## config.mk

```make
export PLATFORM = sky130hd
export DESIGN_NAME = mem_byte_sequencer
export DESIGN_NICKNAME = d
export VERILOG_FILES = /design/src/rtl/mem_byte_sequencer_pkg.sv /design/src/rtl/mem_byte_sequencer.sv
export SDC_FILE = /design/constraint.sdc
export NUM_CORES = 1
export LEC_CHECK = 0
export BUFFER_PORTS_ARGS = -buffer_cell sky130_fd_sc_hd__buf_4
export CORE_AREA = 2 2 113 115
export DETAILED_ROUTE_END_ITERATION = 8
export DIE_AREA = 0 0 115 117
export PLACE_DENSITY_LB_ADDON = 0.25
export SLEW_MARGIN = 20
export SYNTH_ARGS = -nofsm -noshare
export SYNTH_HDL_FRONTEND = slang
export SYNTH_SLANG_ARGS = --single-unit
```

## constraint.sdc

```tcl
create_clock -name clk -period 3 [get_ports clk]
set_input_delay 0.15 -clock clk [delete_from_list [all_inputs] [get_ports clk]]
set_output_delay 0.15 -clock clk [all_outputs]
set_load 0.02 [all_outputs]
```

## src/rtl/mem_byte_sequencer_pkg.sv

```systemverilog
// Shared encodings and helpers for the byte-serialising external bus sequencer.
package mem_byte_sequencer_pkg;

  localparam int AddrLen = 32;
  localparam int RegLen  = 32;

  localparam logic [1:0] SIZE_BYTE = 2'b00;
  localparam logic [1:0] SIZE_HALF = 2'b01;
  localparam logic [1:0] SIZE_WORD = 2'b10;

  localparam logic [1:0] ST_IDLE    = 2'd0;
  localparam logic [1:0] ST_READ    = 2'd1;
  localparam logic [1:0] ST_WRITE   = 2'd2;
  localparam logic [1:0] ST_IO_WAIT = 2'd3;

  localparam logic [1:0] IO_SEL = 2'b11;

  function automatic logic is_io_addr(input logic [AddrLen-1:0] a);
    return a[17:16] == IO_SEL;
  endfunction

  function automatic logic [2:0] size_bytes(input logic [1:0] size);
    case (size)
      SIZE_BYTE: return 3'd1;
      SIZE_HALF: return 3'd2;
      default:   return 3'd4;
    endcase
  endfunction

  // Little-endian lanes already assembled; extend from the top byte of the access.
  function automatic logic [RegLen-1:0] extend_load(input logic [RegLen-1:0] lanes,
                                                    input logic [1:0] size,
                                                    input logic uns);
    logic fill;
    fill = 1'b0;
    case (size)
      SIZE_BYTE: begin
        fill = !uns && lanes[7];
        return {{24{fill}}, lanes[7:0]};
      end
      SIZE_HALF: begin
        fill = !uns && lanes[15];
        return {{16{fill}}, lanes[15:0]};
      end
      default: return lanes;
    endcase
  endfunction

endpackage

```

## src/rtl/mem_byte_sequencer.sv

```systemverilog
// Serialises one 32-bit load/store into byte accesses; load N+2 cycles, store N+1, rdy low freezes.
// MEM_BYTE_SEQ_IO_GUARD_EN: IO stores wait for io_buffer_full low before every byte.
module mem_byte_sequencer
  import mem_byte_sequencer_pkg::*;
(
  input  logic        clk,
  input  logic        rst,
  input  logic        rdy,
  input  logic        req_valid_i,
  output logic        req_ready_o,
  input  logic        req_wr_i,
  input  logic [31:0] req_addr_i,
  input  logic [1:0]  req_size_i,
  input  logic        req_unsigned_i,
  input  logic [31:0] req_wdata_i,
  input  logic        flush_i,
  output logic        done_o,
  output logic [31:0] rdata_o,
  input  logic [7:0]  mem_din,
  output logic [7:0]  mem_dout,
  output logic [31:0] mem_a,
  output logic        mem_wr,
  input  logic        io_buffer_full
);

  logic [1:0]         state;
  logic [2:0]         k;
  logic [2:0]         n_bytes;
  logic [AddrLen-1:0] addr;
  logic [1:0]         size;
  logic               uns;
  logic [RegLen-1:0]  wdata;
  logic [RegLen-1:0]  lanes;
  logic [RegLen-1:0]  lanes_nxt;
  logic               cap_vld;
  logic [1:0]         cap_idx;
  logic               accept;
  logic               last_byte;
  logic [AddrLen-1:0] byte_addr;

  assign n_bytes     = size_bytes(size);
  assign req_ready_o = (state == ST_IDLE) && !flush_i && rdy;
  assign accept      = req_valid_i && req_ready_o;
  assign byte_addr   = addr + {{(AddrLen-3){1'b0}}, k};
  assign last_byte   = (k == n_bytes - 3'd1);

  always_comb begin
    lanes_nxt = lanes;
    if (cap_vld) lanes_nxt[{cap_idx, 3'b000} +: 8] = mem_din;
  end

  // k == n_bytes in READ is the final capture cycle; nothing is issued then.
  always_comb begin
    mem_a    = '0;
    mem_dout = '0;
    mem_wr   = 1'b0;
    if (state == ST_READ && k != n_bytes) begin
      mem_a = byte_addr;
    end else if (state == ST_WRITE) begin
      mem_a    = byte_addr;
      mem_dout = wdata[{k[1:0], 3'b000} +: 8];
      mem_wr   = rdy;
    end
  end

  always_ff @(posedge clk) begin
    if (rst) begin
      state   <= ST_IDLE;
      k       <= '0;
      addr    <= '0;
      size    <= '0;
      uns     <= 1'b0;
      wdata   <= '0;
      lanes   <= '0;
      cap_vld <= 1'b0;
      cap_idx <= '0;
      done_o  <= 1'b0;
      rdata_o <= '0;
    end else begin
      done_o  <= 1'b0;
      lanes   <= lanes_nxt;
      cap_vld <= 1'b0;
      if (rdy) begin
        case (state)
          ST_IDLE: begin
            if (accept) begin
              addr  <= req_addr_i;
              size  <= req_size_i;
              uns   <= req_unsigned_i;
              wdata <= req_wdata_i;
              k     <= '0;
              if (!req_wr_i) state <= ST_READ;
`ifdef MEM_BYTE_SEQ_IO_GUARD_EN
              else if (is_io_addr(req_addr_i)) state <= ST_IO_WAIT;
`endif
              else state <= ST_WRITE;
            end
          end
          ST_READ: begin
            if (flush_i) begin
              state <= ST_IDLE;
              k     <= '0;
            end else if (k == n_bytes) begin
              rdata_o <= extend_load(lanes_nxt, size, uns);
              done_o  <= 1'b1;
              state   <= ST_IDLE;
            end else begin
              cap_vld <= 1'b1;
              cap_idx <= k[1:0];
              k       <= k + 3'd1;
            end
          end
          ST_WRITE: begin
            if (last_byte) begin
              done_o <= 1'b1;
              state  <= ST_IDLE;
            end else begin
              k <= k + 3'd1;
`ifdef MEM_BYTE_SEQ_IO_GUARD_EN
              // The full flag lags a cycle, so re-check it before every IO byte.
              if (is_io_addr(addr)) state <= ST_IO_WAIT;
`endif
            end
          end
          ST_IO_WAIT: begin
            if (!io_buffer_full) state <= ST_WRITE;
          end
          default: state <= ST_IDLE;
        endcase
      end
    end
  end

endmodule
```

==> results of run 1 <==
## final cells by class
cell class,instances,area [µm²]
Multi-Input combinational cell,589,3500
Inverter,10,37.5
Clock inverter,11,191
Tap cell,150,188
Clock buffer,20,457
Timing Repair Buffer,234,1930
Sequential cell,140,2800
Fill cell,934,3210
## cells in the mapped netlist (7+ instances only)
master	n	share of area (%)
a211oi_1	25	2.9
a21oi_1	87	6.7
a22o_1	8	1.1
a22oi_1	23	2.6
and2_1	11	1.1
and3_1	11	1.1
clkbuf_1	43	2.5
dfxtp_1	140	43
ha_1	16	3.1
inv_1	10	0.57
mux4_2	8	2.8
nand2_1	156	9.0
nand2b_1	21	2.0
nand3_1	7	0.54
nor2_1	86	4.9
nor2b_1	10	0.96
nor3_1	19	1.5
nor4_1	10	0.96
o21ai_0	10	0.77
or3_1	7	0.67
xnor2_1	20	2.7
## final timing paths
kind                       start        end  cells after the start
setup / recovery         size[1]  mem_a[31]                      9
hold / removal    req_addr_i[10]   addr[10]                      3
setup reg to reg         size[1]       k[0]                      7
hold reg to reg         wdata[7]   wdata[7]                      2
## worst min-delay path, delay by kind of cell
kind | cells | cell delay [ps]
AOI/OAI and AO/OA | 1 | 60
buffers and inverters | 1 | 100
and+or+nand+nor | 1 | 70
## power by group
group / switching (mW) / internal (mW)
Combinational: 0.230 / 0.218
Sequential: 0.0342 / 1.90
Clock: 0.787 / 1.51
## per-stage QoR
step	power [mW]	instances
global placement	2.33	1059
finish	4.68	1154
detailed placement	2.34	1059
CTS	4.67	1153
global route	4.82	1154
floorplan	2.17	793
## kinds of logic after synthesis
logic type | after synthesis | synth area share, %
simple gates | 366 | 26.2
buf+inv | 64 | 3.87
flops | 140 | 42.9
fa+ha+maj | 17 | 3.37
xor+xnor | 27 | 3.83
compound gates | 167 | 16.4
mux | 12 | 3.39
## what timing repair did
item / 4_1_cts / 5_1_grt
gates resized for setup: 0 / 2
setup endpoints to repair: 0 / 30
hold endpoints to repair: 63 / 0
buffers inserted: 0 / 1
hold buffers: 63 / 0
## cell usage in the layout, fill, tap and decap left out, types with 9 or more instances in the layout
master / netlist / routed
nor4_1: 10 / 9
o21ai_0: 10 / 10
and2_1: 11 / 10
clkbuf_16: 0 / 17
buf_4: 0 / 170
a211oi_1: 25 / 25
nand2b_1: 21 / 21
a21oi_1: 87 / 86
xnor2_1: 20 / 20
a22oi_1: 23 / 23
dfxtp_1: 140 / 140
and3_1: 11 / 11
nor2_1: 86 / 86
ha_1: 16 / 16
dlygate4sd3_1: 0 / 63
inv_1: 10 / 10
nor2b_1: 10 / 10
nand2_1: 156 / 155
nor3_1: 19 / 19
## metal layers
metal / GRT usage, % / share of wire (%) / wire [µm] / vias up
met5: 0 / 0 / 0 / -
met4: 10.6 / 2.2 / 406 / 0
met3: 7.31 / 6.1 / 1130 / 42
met2: 45.3 / 48 / 8890 / 233
met1: 35.4 / 43 / 7920 / 2957
li1: - / - / - / 3137
## registers in the layout, summed over array words and instances (netlist names)
name,flops
lanes,32
done_o,1
wdata,32
addr,32
cap_idx,2
uns,1
size,2
k,3
rdata_o,32
cap_vld,1
state,2
==> flow_summary.json, run 1 <==
{
  "status": "completed",
  "initialDrtViolationCount": 487,
  "yosys_warnings": 0,
  "tightest_slew_ps": 760,
  "crit_chain": "or2_2 -> ha_1 -> xnor2_1 -> o31ai_1 -> a21oi_2 -> buf_4 -> nor2b_1 -> mux2_2 -> buf_4",
  "htree_levels": 4,
  "globalRoute.totalOverflow": 0,
  "place.port_buffers": 156,
  "whs_ps": 8.32,
  "synth_edf_count": 0,
  "synth-main-ff-cell": "dfxtp_1",
  "postSynth.asyncResetShare_pct": 0,
  "ant_nets": 0,
  "rsz0062_at_grt": "false",
  "cp_slowest_cell": "dfxtp_1",
  "drc": 0,
  "finalSetupViolCount": 0,
  "gp_congestion": 0.884,
  "fin_crit_sh_pct": 94.1,
  "clk_latency_ps": 430,
  "finClkSkew_ps": 7.28,
  "crit_type": "flip-flop to output port",
  "crit_path_frequent_cell": "buf_4",
  "synth-seq-area-share_pct": 42.9,
  "finalCriticalPeriod_ps": 2820,
  "ys_seq_elements": 140,
  "synth_area_um2": 6530,
  "num_rows": 41,
  "critPathMaxFanout": 11,
  "drt_pass1_iterations": 5,
  "path_buf_inv": 2,
  "clockBufferDepth": 2,
  "grt_pass1_vias": 5967,
  "arrival_ps": 2670,
  "fin_tns_setup_ps": 0,
  "root_buffer": "clkbuf_16",
  "power_density_nw_per_um2": 514,
  "vdd_drop_max_uv": 504,
  "vias_per_cell": 5.52,
  "power.static_leakage_nw": 3.48,
  "dr_total_vias": 6369,
  "nets": 1091,
  "layout_setup_ws_ps": 177,
  "synth_cell_types": 55,
  "worstPathRequired_ps": 2850,
  "hold_viol": 0,
  "post-route-cell-area_um2": 9100,
  "place_hpwl_um": 11500,
  "cpPeakStageDelay_ps": 390,
  "grt_max_degree": 74,
  "grt_pass1_wl_um": 29300,
  "wl_um": 18300,
  "cap_violations": 0,
  "drv_slew": 0,
  "post_route_cells_drive_above_1_share_pct": 22.2,
  "fp.dieArea_um2": 13500,
  "clk_pin_slew_ps": 60,
  "slew_headroom_pct": 49.3,
  "wl_per_cell_um": 15.9,
  "max_freq_mhz": 354,
  "hold_path.class": "input pin to flip-flop",
  "start_kind": "flip-flop",
  "place_area_um2": 7800,
  "grt_antenna_before_repair": 0,
  "io_pins": 157,
  "r2r_setup_slack_ps": 390,
  "crit_family": "simple AND/OR/NAND/NOR gates",
  "initial_core_util_pct": 53.1,
  "antenna_cells": 0,
  "syn2layout_area_growth_pct": 39.3,
  "dpl_worst_slack_ps": 429,
  "coreArea_um2": 12300,
  "netlist_instances": 793,
  "dieHeight_um": 117,
  "cts_tree": "done",
  "cts_sinks": 140,
  "critPathCaptureType": "output port",
  "track_usage_pct": 27.7,
  "die_x_um": 115,
  "numCtsBuffers": 17,
  "synth_nets": 892,
  "final_util_pct": 73.9,
  "synth_area_per_cell_um2": 8.24
}
No activity file was read; power rests on OpenSTA's default activity.
==> run 2, diff against run 1 <==
Settings changed: ABC_AREA from default to 1, CORE_AREA 2 2 113 115 to 2 2 116 118, DIE_AREA 0 0 115 117 to 0 0 118 120.
==> flow_summary.json, run 2 <==
{
  "status": "completed",
  "wl_um": 19300,
  "place_hpwl_um": 13400,
  "yosys_warnings": 0,
  "met1_length_um": 8370,
  "finalCriticalPeriod_ps": 2740,
  "syn2layout_area_growth_pct": 28.7,
  "drv_slew": 0,
  "slew_headroom_pct": 53.8,
  "numCtsBuffers": 17,
  "layout_commonest_cell": "nand2_1",
  "clockBufferDepth": 2,
  "rsz0062_at_grt": "false",
  "vias_per_cell": 5.24,
  "finalSetupViolCount": 0,
  "routed-wl-met2_um": 9290,
  "p_comb_share_pct": 11.5,
  "synth-main-ff-cell": "dfxtp_1",
  "synth.mux.area_fraction_pct": 0.162,
  "final_cell_mix": "nand2_1 (179), buf_4 (165), dfxtp_1 (140)",
  "hold_viol": 0,
  "grt_antenna_before_repair": 0,
  "ant_nets": 0,
  "cts_sinks": 140,
  "synth_common_cells": "nand2_1 (179), dfxtp_1 (140), nor2_1 (139)",
  "cpPeakStageDelay_ps": 340,
  "worstPathRequired_ps": 2850,
  "synth_compound_area_share_pct": 19.2,
  "grt_pass1_vias": 6570,
  "yosys.area.top_type": "dfxtp_1",
  "dr_total_vias": 7175,
  "start_kind": "flip-flop",
  "tightest_slew_ps": 692,
  "ff2ff_path_depth": 11,
  "synth_edf_count": 0,
  "antenna_cells": 0,
  "netlist_instances": 1024,
  "switchingPower_mw": 1.11,
  "synth_area_per_cell_um2": 6.80,
  "synth-seq-area-share_pct": 40.2,
  "synth_nets": 1123,
  "synth_top_family_by_area": "simple AND/OR/NAND/NOR gates",
  "finClkSkew_ps": 7.24,
  "ys_top_cells_by_area": "dfxtp_1 (40%), nand2_1 (9.6%), a21oi_1 (9.2%), nor2_1 (7.5%), o21ai_0 (7.3%)",
  "synthAdderAreaFrac_pct": 3.16,
  "synth-xor-area-share_pct": 1.38,
  "yosys.area.top_type_share_pct": 40.2,
  "clk_pin_slew_ps": 60,
  "drt_pass1_iterations": 6,
  "cts_setup_buffers": 0,
  "power_density_nw_per_um2": 491,
  "p_clk_share_pct": 44.2,
  "io_pins": 157,
  "r2r_setup_slack_ps": 630,
  "fin_crit_sh_pct": 91.3,
  "die_x_um": 118,
  "coreArea_um2": 13000,
  "cts_tree": "done",
  "p_sw_share_pct": 25.2,
  "wl_met3_um": 1230,
  "hold_path.class": "input pin to flip-flop",
  "nets": 1280,
  "synth_area_um2": 6960,
  "min_path_cells": 3,
  "gp_congestion": 0.923,
  "whs_ps": 8.76,
  "wl_per_cell_um": 14.1,
  "grt_pass1_wl_um": 31600,
  "dieHeight_um": 120,
  "power.static_leakage_nw": 3.85,
  "max_freq_mhz": 365,
  "cap_violations": 0,
  "globalRoute.totalOverflow": 0,
  "synth_cell_types": 36,
  "fp.dieArea_um2": 14200,
  "fin_tns_setup_ps": 0,
  "r2r-end": "rdata_o[30]",
  "rr_startpoint": "size[0]",
  "ys_seq_elements": 140,
  "critPathCaptureType": "output port",
  "yosysMostFrequentCell": "nand2_1",
  "post_route_cells_drive_above_1_share_pct": 18.8,
  "synthSimpleGateAreaFrac_pct": 25.8,
  "crit_type": "flip-flop to output port",
  "htree_levels": 4,
  "place.port_buffers": 156,
  "initialDrtViolationCount": 564,
  "track_usage_pct": 27.6,
  "endpoint": "mem_a[17]",
  "sequentialPowerShare_pct": 44.3,
  "top_layer": "met4",
  "critPathMaxFanout": 19,
  "startpoint": "size[0]",
  "initial_core_util_pct": 53.7,
  "postSynth.asyncResetShare_pct": 0,
  "cp_slowest_cell": "dfxtp_1",
  "vdd_drop_max_uv": 361,
  "drc": 0,
  "crit_chain": "nor2_1 -> inv_1 -> ha_2 -> inv_2 -> nand2_1 -> nand2_2 -> nand3_1 -> nand2_2 -> nand2_4 -> inv_2 -> nor2_1 -> buf_4",
  "grt_max_degree": 65,
  "root_buffer": "clkbuf_16",
  "p_int_mw": 3.29,
  "clk_latency_ps": 430,
  "num_rows": 42,
  "arrival_ps": 2590
}
[run 2: cell types whose count changed in the layout (fill, tap and decap cells not counted), sizes merged, moves of 11 or more]
cell,previous run,this run
inv,10,129
xnor2,20,2
dlygate4sd3,63,20
a21oi,87,130
nand3,7,65
nor2,87,144
nand2b,21,0
a22oi,23,0
nand2,156,186
a211oi,25,0
and2,11,0
o21ai,10,109
[run 2: routing by layer]
metal  vias to the layer above  track usage, %
met2                       270            46.1
met4                         0            8.96
met3                        32            6.42
met1                      3247            35.2
li1                       3626               -
met5                         -               0
[run 2: cell type report]
class / count / area [µm²]
Sequential cell: 140 / 2800
Fill cell: 1138 / 4020
Multi-Input combinational cell: 707 / 3470
Clock inverter: 7 / 65.1
Tap cell: 176 / 220
Clock buffer: 25 / 475
Timing Repair Buffer: 185 / 1440
Inverter: 130 / 488
[run 2: how the worst min path moves through the flow]
stage                          startpoint         to  slack [ps]
after global routing      req_wdata_i[20]  wdata[20]          10
after floorplan                       rdy     done_o         290
after detailed placement   req_unsigned_i        uns         440
after CTS                  req_wdata_i[4]   wdata[4]         0.3
after global placement     req_wdata_i[7]   wdata[7]         430
final                     req_wdata_i[19]  wdata[19]           9
[run 2: cell families (layout without fill, tap and decap cells)]
| group | count (synthesis) | count (layout) |
|---|---|---|
| adders and majority gates | 17 | 17 |
| xor gates and xnor gates | 11 | 11 |
| buffers and inverters | 177 | 347 |
| AOI/OAI and AO/OA | 256 | 256 |
| and+or+nand+nor | 422 | 422 |
| DFF | 140 | 140 |
| muxes | 1 | 1 |
[run 2: power by group through the flow]
stage	Clock [mW]	Sequential [mW]	Combinational, mW
floorplan	0	1.99	0.295
global placement	0	1.99	0.475
detailed placement	0	1.99	0.479
CTS	1.97	1.95	0.505
global route	2.05	1.96	0.564
finish	1.94	1.95	0.508
[run 2: critical path: cells and delay by family (launching register included)]
family | cells | cell delay [ps]
adders and majority gates | 1 | 220
DFF | 1 | 340
and+or+nand+nor | 7 | 900
buffers and inverters | 4 | 700
[run 2: through the flow]
step	worst slack (ps)	total power, mW	util (%)	instance area [µm²]	cells
2_1_floorplan	978	2.28	-	6960	1024
3_3_place_gp	645	2.46	63.3	8220	1318
3_5_place_dp	566	2.47	63.3	8220	1318
4_1_cts	187	4.42	69.0	8960	1370
5_1_grt	23.6	4.57	69.1	8960	1370
6_report	261	4.41	69.1	8960	1370
[run 2: what timing repair did]
| item | 4_1_cts | 5_1_grt |
|---|---|---|
| resized for setup | 0 | 1 |
| hold endpoints to repair | 20 | 0 |
| endpoints found under the setup margin | 0 | 16 |
| hold buffers | 20 | 0 |
==> run 3, diff against run 2 <==
Settings changed: CORE_AREA 2 2 116 118 to 10 10 124 126, DIE_AREA 0 0 118 120 to 0 0 134 136, MAX_ROUTING_LAYER from default to met4.
==> flow_summary.json, run 3 (synthesis results as in run 2) <==
{
  "numCtsBuffers": 17,
  "dieHeight_um": 136,
  "vias_per_cell": 5.27,
  "critPathCaptureType": "output port",
  "antenna_cells": 0,
  "min_path_cells": 3,
  "ff2ff_path_depth": 11,
  "drt_pass1_iterations": 6,
  "num_rows": 42,
  "fp.dieArea_um2": 18200,
  "initial_core_util_pct": 53.7,
  "clockBufferDepth": 2,
  "cts_sinks": 140,
  "grt_pass1_wl_um": 32700,
  "finalSetupViolCount": 0,
  "finClkSkew_ps": 13.2,
  "vdd_drop_max_uv": 362,
  "fin_tns_setup_ps": 0,
  "place_hpwl_um": 14800,
  "status": "completed",
  "max_freq_mhz": 362,
  "slew_headroom_pct": 55.3,
  "cts_setup_buffers": 0,
  "start_kind": "flip-flop",
  "place.port_buffers": 156,
  "root_buffer": "clkbuf_16",
  "hold_viol": 0,
  "layout_commonest_cell": "nand2_1",
  "power_density_nw_per_um2": 522,
  "globalRoute.totalOverflow": 0,
  "arrival_ps": 2610,
  "tightest_slew_ps": 670,
  "clk_latency_ps": 430,
  "ant_nets": 0,
  "track_usage_pct": 22.4,
  "crit_type": "flip-flop to output port",
  "drc": 0,
  "finalCriticalPeriod_ps": 2760,
  "worstPathRequired_ps": 2850,
  "grt_max_degree": 64,
  "grt_antenna_before_repair": 0,
  "critPathMaxFanout": 19,
  "grt_pass1_vias": 6836,
  "gp_congestion": 0.956,
  "initialDrtViolationCount": 613,
  "hold_path.class": "input pin to flip-flop",
  "htree_levels": 4,
  "rr_startpoint": "size[0]",
  "wl_per_cell_um": 14.9,
  "cap_violations": 0,
  "rsz0062_at_grt": "false",
  "dr_total_vias": 7154,
  "hold_start": "req_wdata_i[0]",
  "startpoint": "size[0]",
  "clk_pin_slew_ps": 60,
  "drv_slew": 0,
  "coreArea_um2": 13000,
  "post_route_cells_drive_above_1_share_pct": 19.5,
  "wl_um": 20300,
  "nets": 1267,
  "final_cell_mix": "nand2_1 (179), buf_4 (167), dfxtp_1 (140)",
  "io_pins": 157,
  "syn2layout_area_growth_pct": 28.1,
  "fin_crit_sh_pct": 92.1,
  "cts_tree": "done",
  "power.static_leakage_nw": 3.86,
  "die_x_um": 134,
  "power_mw": 4.66
}
[run 3: timing repair]
action	4_1_cts	5_1_grt
setup endpoints to repair	0	8
hold buffers	4	0
resized for setup	0	1
endpoints found under the hold margin	4	0
[run 3: worst max-delay path, stage by stage, from the launching register on]
cell	delay, ps
dfxtp_1	400
nor2_1	80
inv_1	90
ha_1	320
inv_4	130
nand2_1	130
nand2_2	90
nand3_1	130
nand2_2	110
nand2_4	200
inv_2	160
a21oi_1	160
buf_4	170
[run 3: final timing paths]
kind                  to  slack, ps
max            mem_a[10]        240
min             wdata[0]          2
min reg2reg    wdata[18]        450
max reg2reg  rdata_o[20]        760
[run 3: cell type report]
cell class | instances | area [µm²]
fill | 1150 | 4060
multi-input combinational | 707 | 3470
sequential | 140 | 2800
timing repair buffer | 172 | 1310
clock buffer | 26 | 519
inverter | 130 | 490
tap | 176 | 220
clock inverter | 6 | 105
[run 3: through the flow]
stage / setup slack [ps] / area, µm² / utilization, % / hold WS, ps / instances
after detailed placement: 644 / 8260 / 63.6 / 438 / 1321
final: 237 / 8920 / 68.7 / 2.14 / 1357
after global placement: 707 / 8260 / 63.6 / 430 / 1321
after floorplan: 978 / 6960 / - / 294 / 1024
after global routing: 59.0 / 8920 / 68.7 / 2.02 / 1357
after CTS: 188 / 8920 / 68.7 / 0.0390 / 1357
[run 3: layer usage]
layer / track usage (%) / vias up / routed length (µm)
met5: - / - / 0
met4: 9.13 / 0 / 454
met1: 26.7 / 3259 / 8880
li1: - / 3616 / -
met3: 4.65 / 38 / 1260
met2: 36.5 / 241 / 9670
[run 3: power by group]
group | switching [mW] | total, mW | internal, mW | leakage, nW
clock | 0.776 | 2.21 | 1.44 | 0.310
sequential | 0.0348 | 1.95 | 1.92 | 1.13
combinational | 0.304 | 0.494 | 0.190 | 2.41
total | 1.11 | 4.66 | 3.54 | 3.86
